**src/rtl/y_sig_pkg.sv**
```systemverilog
// Shared defaults and FSM encoding for the y-bus signature compactor.
package y_sig_pkg;

  localparam int          Y_W_DEF   = 350;
  localparam int          SIG_W_DEF = 32;
  localparam logic [31:0] POLY_DEF  = 32'h04C1_1DB7;
  localparam logic [31:0] SEED_DEF  = 32'hFFFF_FFFF;

  typedef enum logic [1:0] {
    ST_IDLE = 2'd0,
    ST_WARM = 2'd1,
    ST_ACC  = 2'd2,
    ST_DONE = 2'd3
  } sig_state_e;

endpackage

```
**src/rtl/y_fold_xor.sv**
```systemverilog
// Folds a wide result vector down to one signature word: the vector is
// zero-padded to whole SIG_W words and all words are XORed together.
module y_fold_xor #(
  parameter int Y_W   = 350,
  parameter int SIG_W = 32
) (
  input  logic [Y_W-1:0]   y_in,
  output logic [SIG_W-1:0] fold
);

  localparam int N_WORDS = (Y_W + SIG_W - 1) / SIG_W;
  localparam int PAD_W   = N_WORDS * SIG_W;

  logic [PAD_W-1:0] pad_s;

  // Zero-pad the input and XOR-reduce it word by word.
  always_comb begin
    pad_s          = '0;
    pad_s[Y_W-1:0] = y_in;
    fold           = '0;
    for (int k = 0; k < N_WORDS; k++) begin
      fold = fold ^ pad_s[k*SIG_W +: SIG_W];
    end
  end

endmodule

```
**src/rtl/y_sig_compactor.sv**
```systemverilog
// Captures a MISR signature of the folded upstream result bus over a
// programmable window, after a fixed warm-up, and holds it for a consumer.
module y_sig_compactor
  import y_sig_pkg::*;
#(
  parameter int               Y_W    = Y_W_DEF,
  parameter int               SIG_W  = SIG_W_DEF,
  parameter logic [SIG_W-1:0] POLY   = SIG_W'(POLY_DEF),
  parameter logic [SIG_W-1:0] SEED   = SIG_W'(SEED_DEF),
  parameter int               WARMUP = 4
) (
  input  logic             clk,
  input  logic             rst_n,
  input  logic [Y_W-1:0]   y_in,
  input  logic             start,
  input  logic [15:0]      win_len,
  output logic             busy,
  output logic [SIG_W-1:0] sig,
  output logic             sig_valid,
  input  logic             sig_ready,
  output logic [15:0]      cyc_cnt
);

  localparam logic [15:0] WARM_LAST = (WARMUP > 0) ? 16'(WARMUP - 1) : 16'd0;

  sig_state_e       state_r, state_s;
  logic [SIG_W-1:0] sig_r, sig_s;
  logic [15:0]      cyc_cnt_r, cyc_cnt_s;
  logic [15:0]      warm_cnt_r, warm_cnt_s;
  logic [15:0]      win_len_r, win_len_s;
  logic             sig_valid_r;
  logic             busy_r;
  logic [SIG_W-1:0] fold_s;

  // One MISR shift with polynomial feedback, then XOR in the folded data.
  function automatic logic [SIG_W-1:0] misr_step(input logic [SIG_W-1:0] cur,
                                                 input logic [SIG_W-1:0] din);
    logic [SIG_W-1:0] fb;
    fb = cur[SIG_W-1] ? POLY : '0;
    return {cur[SIG_W-2:0], 1'b0} ^ fb ^ din;
  endfunction

  y_fold_xor #(
    .Y_W   (Y_W),
    .SIG_W (SIG_W)
  ) u_fold (
    .y_in (y_in),
    .fold (fold_s)
  );

  // Next-state, signature and counter update logic.
  always_comb begin
    state_s    = state_r;
    sig_s      = sig_r;
    cyc_cnt_s  = cyc_cnt_r;
    warm_cnt_s = warm_cnt_r;
    win_len_s  = win_len_r;
    case (state_r)
      ST_IDLE: begin
        if (start) begin
          win_len_s  = win_len;
          sig_s      = SEED;
          cyc_cnt_s  = 16'd0;
          warm_cnt_s = 16'd0;
          if (WARMUP != 0) begin
            state_s = ST_WARM;
          end else if (win_len == 16'd0) begin
            state_s = ST_DONE;
          end else begin
            state_s = ST_ACC;
          end
        end else begin
          state_s = ST_IDLE;
        end
      end
      ST_WARM: begin
        if (warm_cnt_r == WARM_LAST) begin
          warm_cnt_s = 16'd0;
          state_s    = (win_len_r == 16'd0) ? ST_DONE : ST_ACC;
        end else begin
          warm_cnt_s = warm_cnt_r + 16'd1;
        end
      end
      ST_ACC: begin
        sig_s     = misr_step(sig_r, fold_s);
        cyc_cnt_s = (cyc_cnt_r == 16'hFFFF) ? cyc_cnt_r : cyc_cnt_r + 16'd1;
        if (cyc_cnt_r == win_len_r - 16'd1) begin
          state_s = ST_DONE;
        end else begin
          state_s = ST_ACC;
        end
      end
      ST_DONE: begin
        if (sig_ready) begin
          state_s = ST_IDLE;
        end else begin
          state_s = ST_DONE;
        end
      end
      default: begin
        state_s = ST_IDLE;
      end
    endcase
  end

  // State, datapath and registered status flags.
  always_ff @(posedge clk or negedge rst_n) begin
    if (!rst_n) begin
      state_r     <= ST_IDLE;
      sig_r       <= '0;
      cyc_cnt_r   <= 16'd0;
      warm_cnt_r  <= 16'd0;
      win_len_r   <= 16'd0;
      sig_valid_r <= 1'b0;
      busy_r      <= 1'b0;
    end else begin
      state_r     <= state_s;
      sig_r       <= sig_s;
      cyc_cnt_r   <= cyc_cnt_s;
      warm_cnt_r  <= warm_cnt_s;
      win_len_r   <= win_len_s;
      sig_valid_r <= (state_s == ST_DONE);
      busy_r      <= (state_s != ST_IDLE);
    end
  end

  assign sig       = sig_r;
  assign cyc_cnt   = cyc_cnt_r;
  assign sig_valid = sig_valid_r;
  assign busy      = busy_r;

endmodule

```
**config.mk**
```make
export PLATFORM = sky130hd
export DESIGN_NAME = y_sig_compactor
export DESIGN_NICKNAME = d
export VERILOG_FILES = /design/src/rtl/y_sig_pkg.sv /design/src/rtl/y_fold_xor.sv /design/src/rtl/y_sig_compactor.sv
export SDC_FILE = /design/constraint.sdc
export NUM_CORES = 1
export LEC_CHECK = 0
export BUFFER_PORTS_ARGS = -buffer_cell sky130_fd_sc_hd__buf_2
export CORE_AREA = 2 2 164 166
export CTS_CLUSTER_SIZE = 30
export DETAILED_ROUTE_END_ITERATION = 8
export DIE_AREA = 0 0 166 168
export SETUP_SLACK_MARGIN = 0.5
export SLEW_MARGIN = 10
export SYNTH_ARGS = -nofsm -noshare
export SYNTH_HDL_FRONTEND = slang
export SYNTH_SLANG_ARGS = --single-unit
```
**constraint.sdc**
```tcl
create_clock -name clk -period 5.59 [get_ports clk]
set_input_delay 0.2795 -clock clk [delete_from_list [all_inputs] [get_ports clk]]
set_output_delay 0.2795 -clock clk [all_outputs]
set_load 0.01 [all_outputs]
```
==> results.yml <==
run_status:
  outcome: "complete, no violations"
timing:
  maxSlewHeadroom_pct: 23.7
  finalHoldViolCount: 0
  totalNegativeSetupSlack_ns: 0
  final_skew_ns: 0.00536
  finalSetupViolCount: 0
  finalCritPeriodShare_pct: 49.2
  fmax_mhz: 363
  slew_at_the_pin_with_the_worst_max_slew_slack_ns: 1.14
  min_hold_slack_ns: 0.136
  setup_repair_after_global_routing_missed_its_margin: "no"
  final_max_slew_viol_count: 0
  final_period_minus_worst_setup_slack_ns: 2.75
logic_synthesis:
  synth_mux_area_share_pct: 1.95
  synth_edf_count: 0
  post_syn_nets: 1184
  synth_top_family_by_area: "XOR/XNOR gates"
  synthesis.yosys.warnings: 0
  synth.ff_latch_count: 84
  netlist-cell-type-count: 56
  synthCells: 811
  async_flop_share_pct: 100
  synth_ff_type: "sky130_fd_sc_hd__dfrtp_1"
  yosys.area_share.simple_pct: 10.3
  synth_area_mm2: 0.00743
  compound_gate_portion_of_the_synthesized_area_pct: 10.5
  ys_seq_area_share_pct: 28.3
  synth_xor_xnor_area_share_pct: 46.4
  syn-mean-instance-area_um2: 9.17
  synth_adder_area_share_pct: 0.505
routing:
  via_count: 7124
  drt_pre_antenna_iters: 5
  route.final.wire_length_mm: 24.4
  drt-vias-per-instance: 4.55
  detail_route.drc_violations: 0
  drt-initial-drc-count: 323
  wire_per_inst_um: 15.6
  number_of_nets_still_failing_antenna_checks_after_routing: 0
cts:
  tritoncts.num_buffers: 9
  tritoncts_clock_tree: "yes"
  clockBufferDepth: 2
  h_tree_depth_reported_by_cts: 3
  cts-root-buf: "sky130_fd_sc_hd__clkbuf_16"
  ctsResizeCount: 0
  cts.reportedPaths.clkPinSlew_ns: 0.07
  cts.repair_timing.setup_buffer_count: 0
  cts_hold_buf: 1
  worst_skew_pair_later_pin_latency_ns: 0.35
  clock_sinks: 84
power_and_ir_drop:
  power.leakage_nw: 4.34
  vdd.ir_drop.worst_mv: 0.199
  power_per_cell_area_mw_per_mm2: 389
placement:
  hpwlAfterDp_mm: 20.3
  globalplace.congestion: 0.870
  port_buffers: 419
  place_inst: 1547
floorplanning:
  die_area_mm2: 0.0279
  design.portCount: 420
  placement_rows: 60
  total_core_area_mm2: 0.0264
  chipWidth_um: 166
  initial_core_util_pct: 28.2
  die_h_um: 168
setup_path:
  critical_path_peak_fanout: 7
  critical_path_arrival_ns: 3.01
  worstSetupEndpointType: "register"
  cp_slowest_cell: "sky130_fd_sc_hd__or4b_4"
  timing.critical_path.required_ns: 5.84
  timing.setup.critical_path_class: "register to register"
  cp_slowest_stage_delay_ns: 0.54
  reg2regPathDepth: 6
  worstSetupStartpointType: "register"
  worstPathCellList: "nor4_4 -> nand3_1 -> or4b_4 -> xnor2_1 -> or4_4 -> o41ai_2"
finish:
  synthToLayoutAreaGrowth_pct: 37.3
  nFillCells: 2721
  nets: 1591
  final_cell_count_no_fill: 1566
  drive_gt1_share_pct: 38.2
grt:
  grt_residual_overflow: 0
  vias_in_the_first_global_route: 7048
  pin_count_of_the_biggest_net_entering_global_routing: 68
  grt_antenna_before_repair: 6
  wire_length_of_the_first_global_routing_pass_mm: 37.2
  grt.total_usage_pct: 17.0
min_path:
  timing.hold.worst_path_depth: 3
  worst_hold_path_type: "input port to register"
job:
  timing.max_cap.violations: 0
==> layer usage <==
layer	wire length [um]	share of wire (%)	GRT usage, %
met5	27	0.11	0
met2	12000	49	29.4
met1	10200	42	20.7
met4	539	2.2	5.37
met3	1560	6.4	4.51
==> cells in the mapped netlist (3+ instances only) <==
| cell | n | area, um2 |
|---|---|---|
| sky130_fd_sc_hd__a21oi_1 | 8 | 40.0 |
| sky130_fd_sc_hd__a31oi_1 | 9 | 56.3 |
| sky130_fd_sc_hd__and2_1 | 4 | 25.0 |
| sky130_fd_sc_hd__and3_1 | 5 | 31.3 |
| sky130_fd_sc_hd__and4_1 | 5 | 43.8 |
| sky130_fd_sc_hd__buf_2 | 5 | 25.0 |
| sky130_fd_sc_hd__clkbuf_1 | 22 | 82.6 |
| sky130_fd_sc_hd__dfrtp_1 | 84 | 2100 |
| sky130_fd_sc_hd__ha_1 | 3 | 37.5 |
| sky130_fd_sc_hd__inv_1 | 9 | 33.8 |
| sky130_fd_sc_hd__mux2_2 | 12 | 135 |
| sky130_fd_sc_hd__nand2_1 | 32 | 120 |
| sky130_fd_sc_hd__nand2b_1 | 6 | 37.5 |
| sky130_fd_sc_hd__nand3_1 | 13 | 65.1 |
| sky130_fd_sc_hd__nand4_1 | 8 | 50.1 |
| sky130_fd_sc_hd__nor2_1 | 37 | 139 |
| sky130_fd_sc_hd__nor3_1 | 8 | 40.0 |
| sky130_fd_sc_hd__nor4_1 | 6 | 37.5 |
| sky130_fd_sc_hd__nor4b_1 | 3 | 26.3 |
| sky130_fd_sc_hd__o211ai_1 | 3 | 22.5 |
| sky130_fd_sc_hd__o21ai_0 | 90 | 450 |
| sky130_fd_sc_hd__o31ai_1 | 3 | 22.5 |
| sky130_fd_sc_hd__or2_2 | 3 | 18.8 |
| sky130_fd_sc_hd__xnor2_1 | 337 | 2950 |
| sky130_fd_sc_hd__xor2_1 | 57 | 499 |
==> logic make-up (layout without fill, tap and decap cells) <==
| kind of cell | Yosys count | after routing |
|---|---|---|
| AO/OA/AOI/OAI | 135 | 135 |
| XOR/XNOR | 394 | 394 |
| adder cells (fa/ha/maj) | 3 | 3 |
| buffers and inverters | 38 | 450 |
| flip-flops | 84 | 84 |
| multiplexers | 13 | 13 |
| other | 0 | 2 |
| AND/OR/NAND/NOR | 144 | 144 |
==> metrics by stage <==
| stage | total power (W) | instance area [um2] | setup slack, ns | utilization, % |
|---|---|---|---|---|
| finish | 0.00397 | 10200 | 2.84 | 38.7 |
| floorplan | 0.00268 | 7430 | 3.04 | - |
| global placement | 0.00331 | 9880 | 2.90 | 37.5 |
| CTS | 0.00402 | 10200 | 2.82 | 38.7 |
| global route | 0.00430 | 10200 | 2.67 | 38.7 |
| detailed placement | 0.00334 | 9880 | 2.84 | 37.5 |
==> layout by cell type (no fill, tap or decap), drive strengths merged, types with 3 or more instances in the layout <==
cell type  synthesis  layout
xor2              57      57
and3               6       6
xnor2            337     337
dfrtp             84      84
nand2             32      32
mux2              12      12
a21oi              8       8
or2                3       3
o31ai              3       3
nor4b              3       3
nor3               9       9
nand2b             6       6
o21ai             92      92
buf                5     424
o211ai             3       3
clkbuf            24       9
and4               5       5
nand4              8       8
a31oi             10      10
and2               4       4
nand3             14      14
o41ai              3       3
nor2              37      37
nor4               7       7
inv                9      14
ha                 3       3
==> worst paths after layout <==
check | start | to | slack, ns
worst max-delay path | win_len_r[3]$_DFFE_PN0P_ | state_r[0]$_DFF_PN0_ | 2.84
worst min-delay path | win_len[0] | win_len_r[0]$_DFFE_PN0P_ | 0.14
worst max register to register | win_len_r[3]$_DFFE_PN0P_ | state_r[0]$_DFF_PN0_ | 2.84
worst min register to register | warm_cnt_r[9]$_DFFE_PN0P_ | warm_cnt_r[9]$_DFFE_PN0P_ | 0.51
max in group asynchronous | rst_n | warm_cnt_r[1]$_DFFE_PN0P_ | 4.13
min in group asynchronous | rst_n | win_len_r[8]$_DFFE_PN0P_ | 0.46
==> registers in the layout, indices dropped and copies added (netlist names) <==
signal / count
sig: 32
cyc_cnt: 16
warm_cnt_r: 16
win_len_r: 16
state_r: 2
busy: 1
sig_valid: 1
==> critical path: cells and delay by family (launching register included) <==
kind / cells / cell delay [ns]
xor+xnor: 1 / 0.14
flops: 1 / 0.45
simple gates: 4 / 1.78
compound gates: 1 / 0.27
==> power breakdown <==
group          internal (W)  total, W  leakage [nW]  switching (W)
Clock              0.000356  0.000647         0.153       0.000291
Combinational       0.00113   0.00224          3.18        0.00110
Sequential         0.000816   0.00109          1.01       0.000270
==> layout make-up <==
type | instances | area (um2) | area share [%]
multi-input combinational | 689 | 5180 | 50.8
timing repair buffer | 425 | 2150 | 21.0
sequential | 84 | 2100 | 20.6
tap | 341 | 427 | 4.18
clock buffer | 9 | 225 | 2.21
clock inverter | 7 | 81.3 | 0.797
inverter | 9 | 33.8 | 0.331
antenna | 2 | 5.00 | 0.0490
Power figures use the tool's default switching activity.
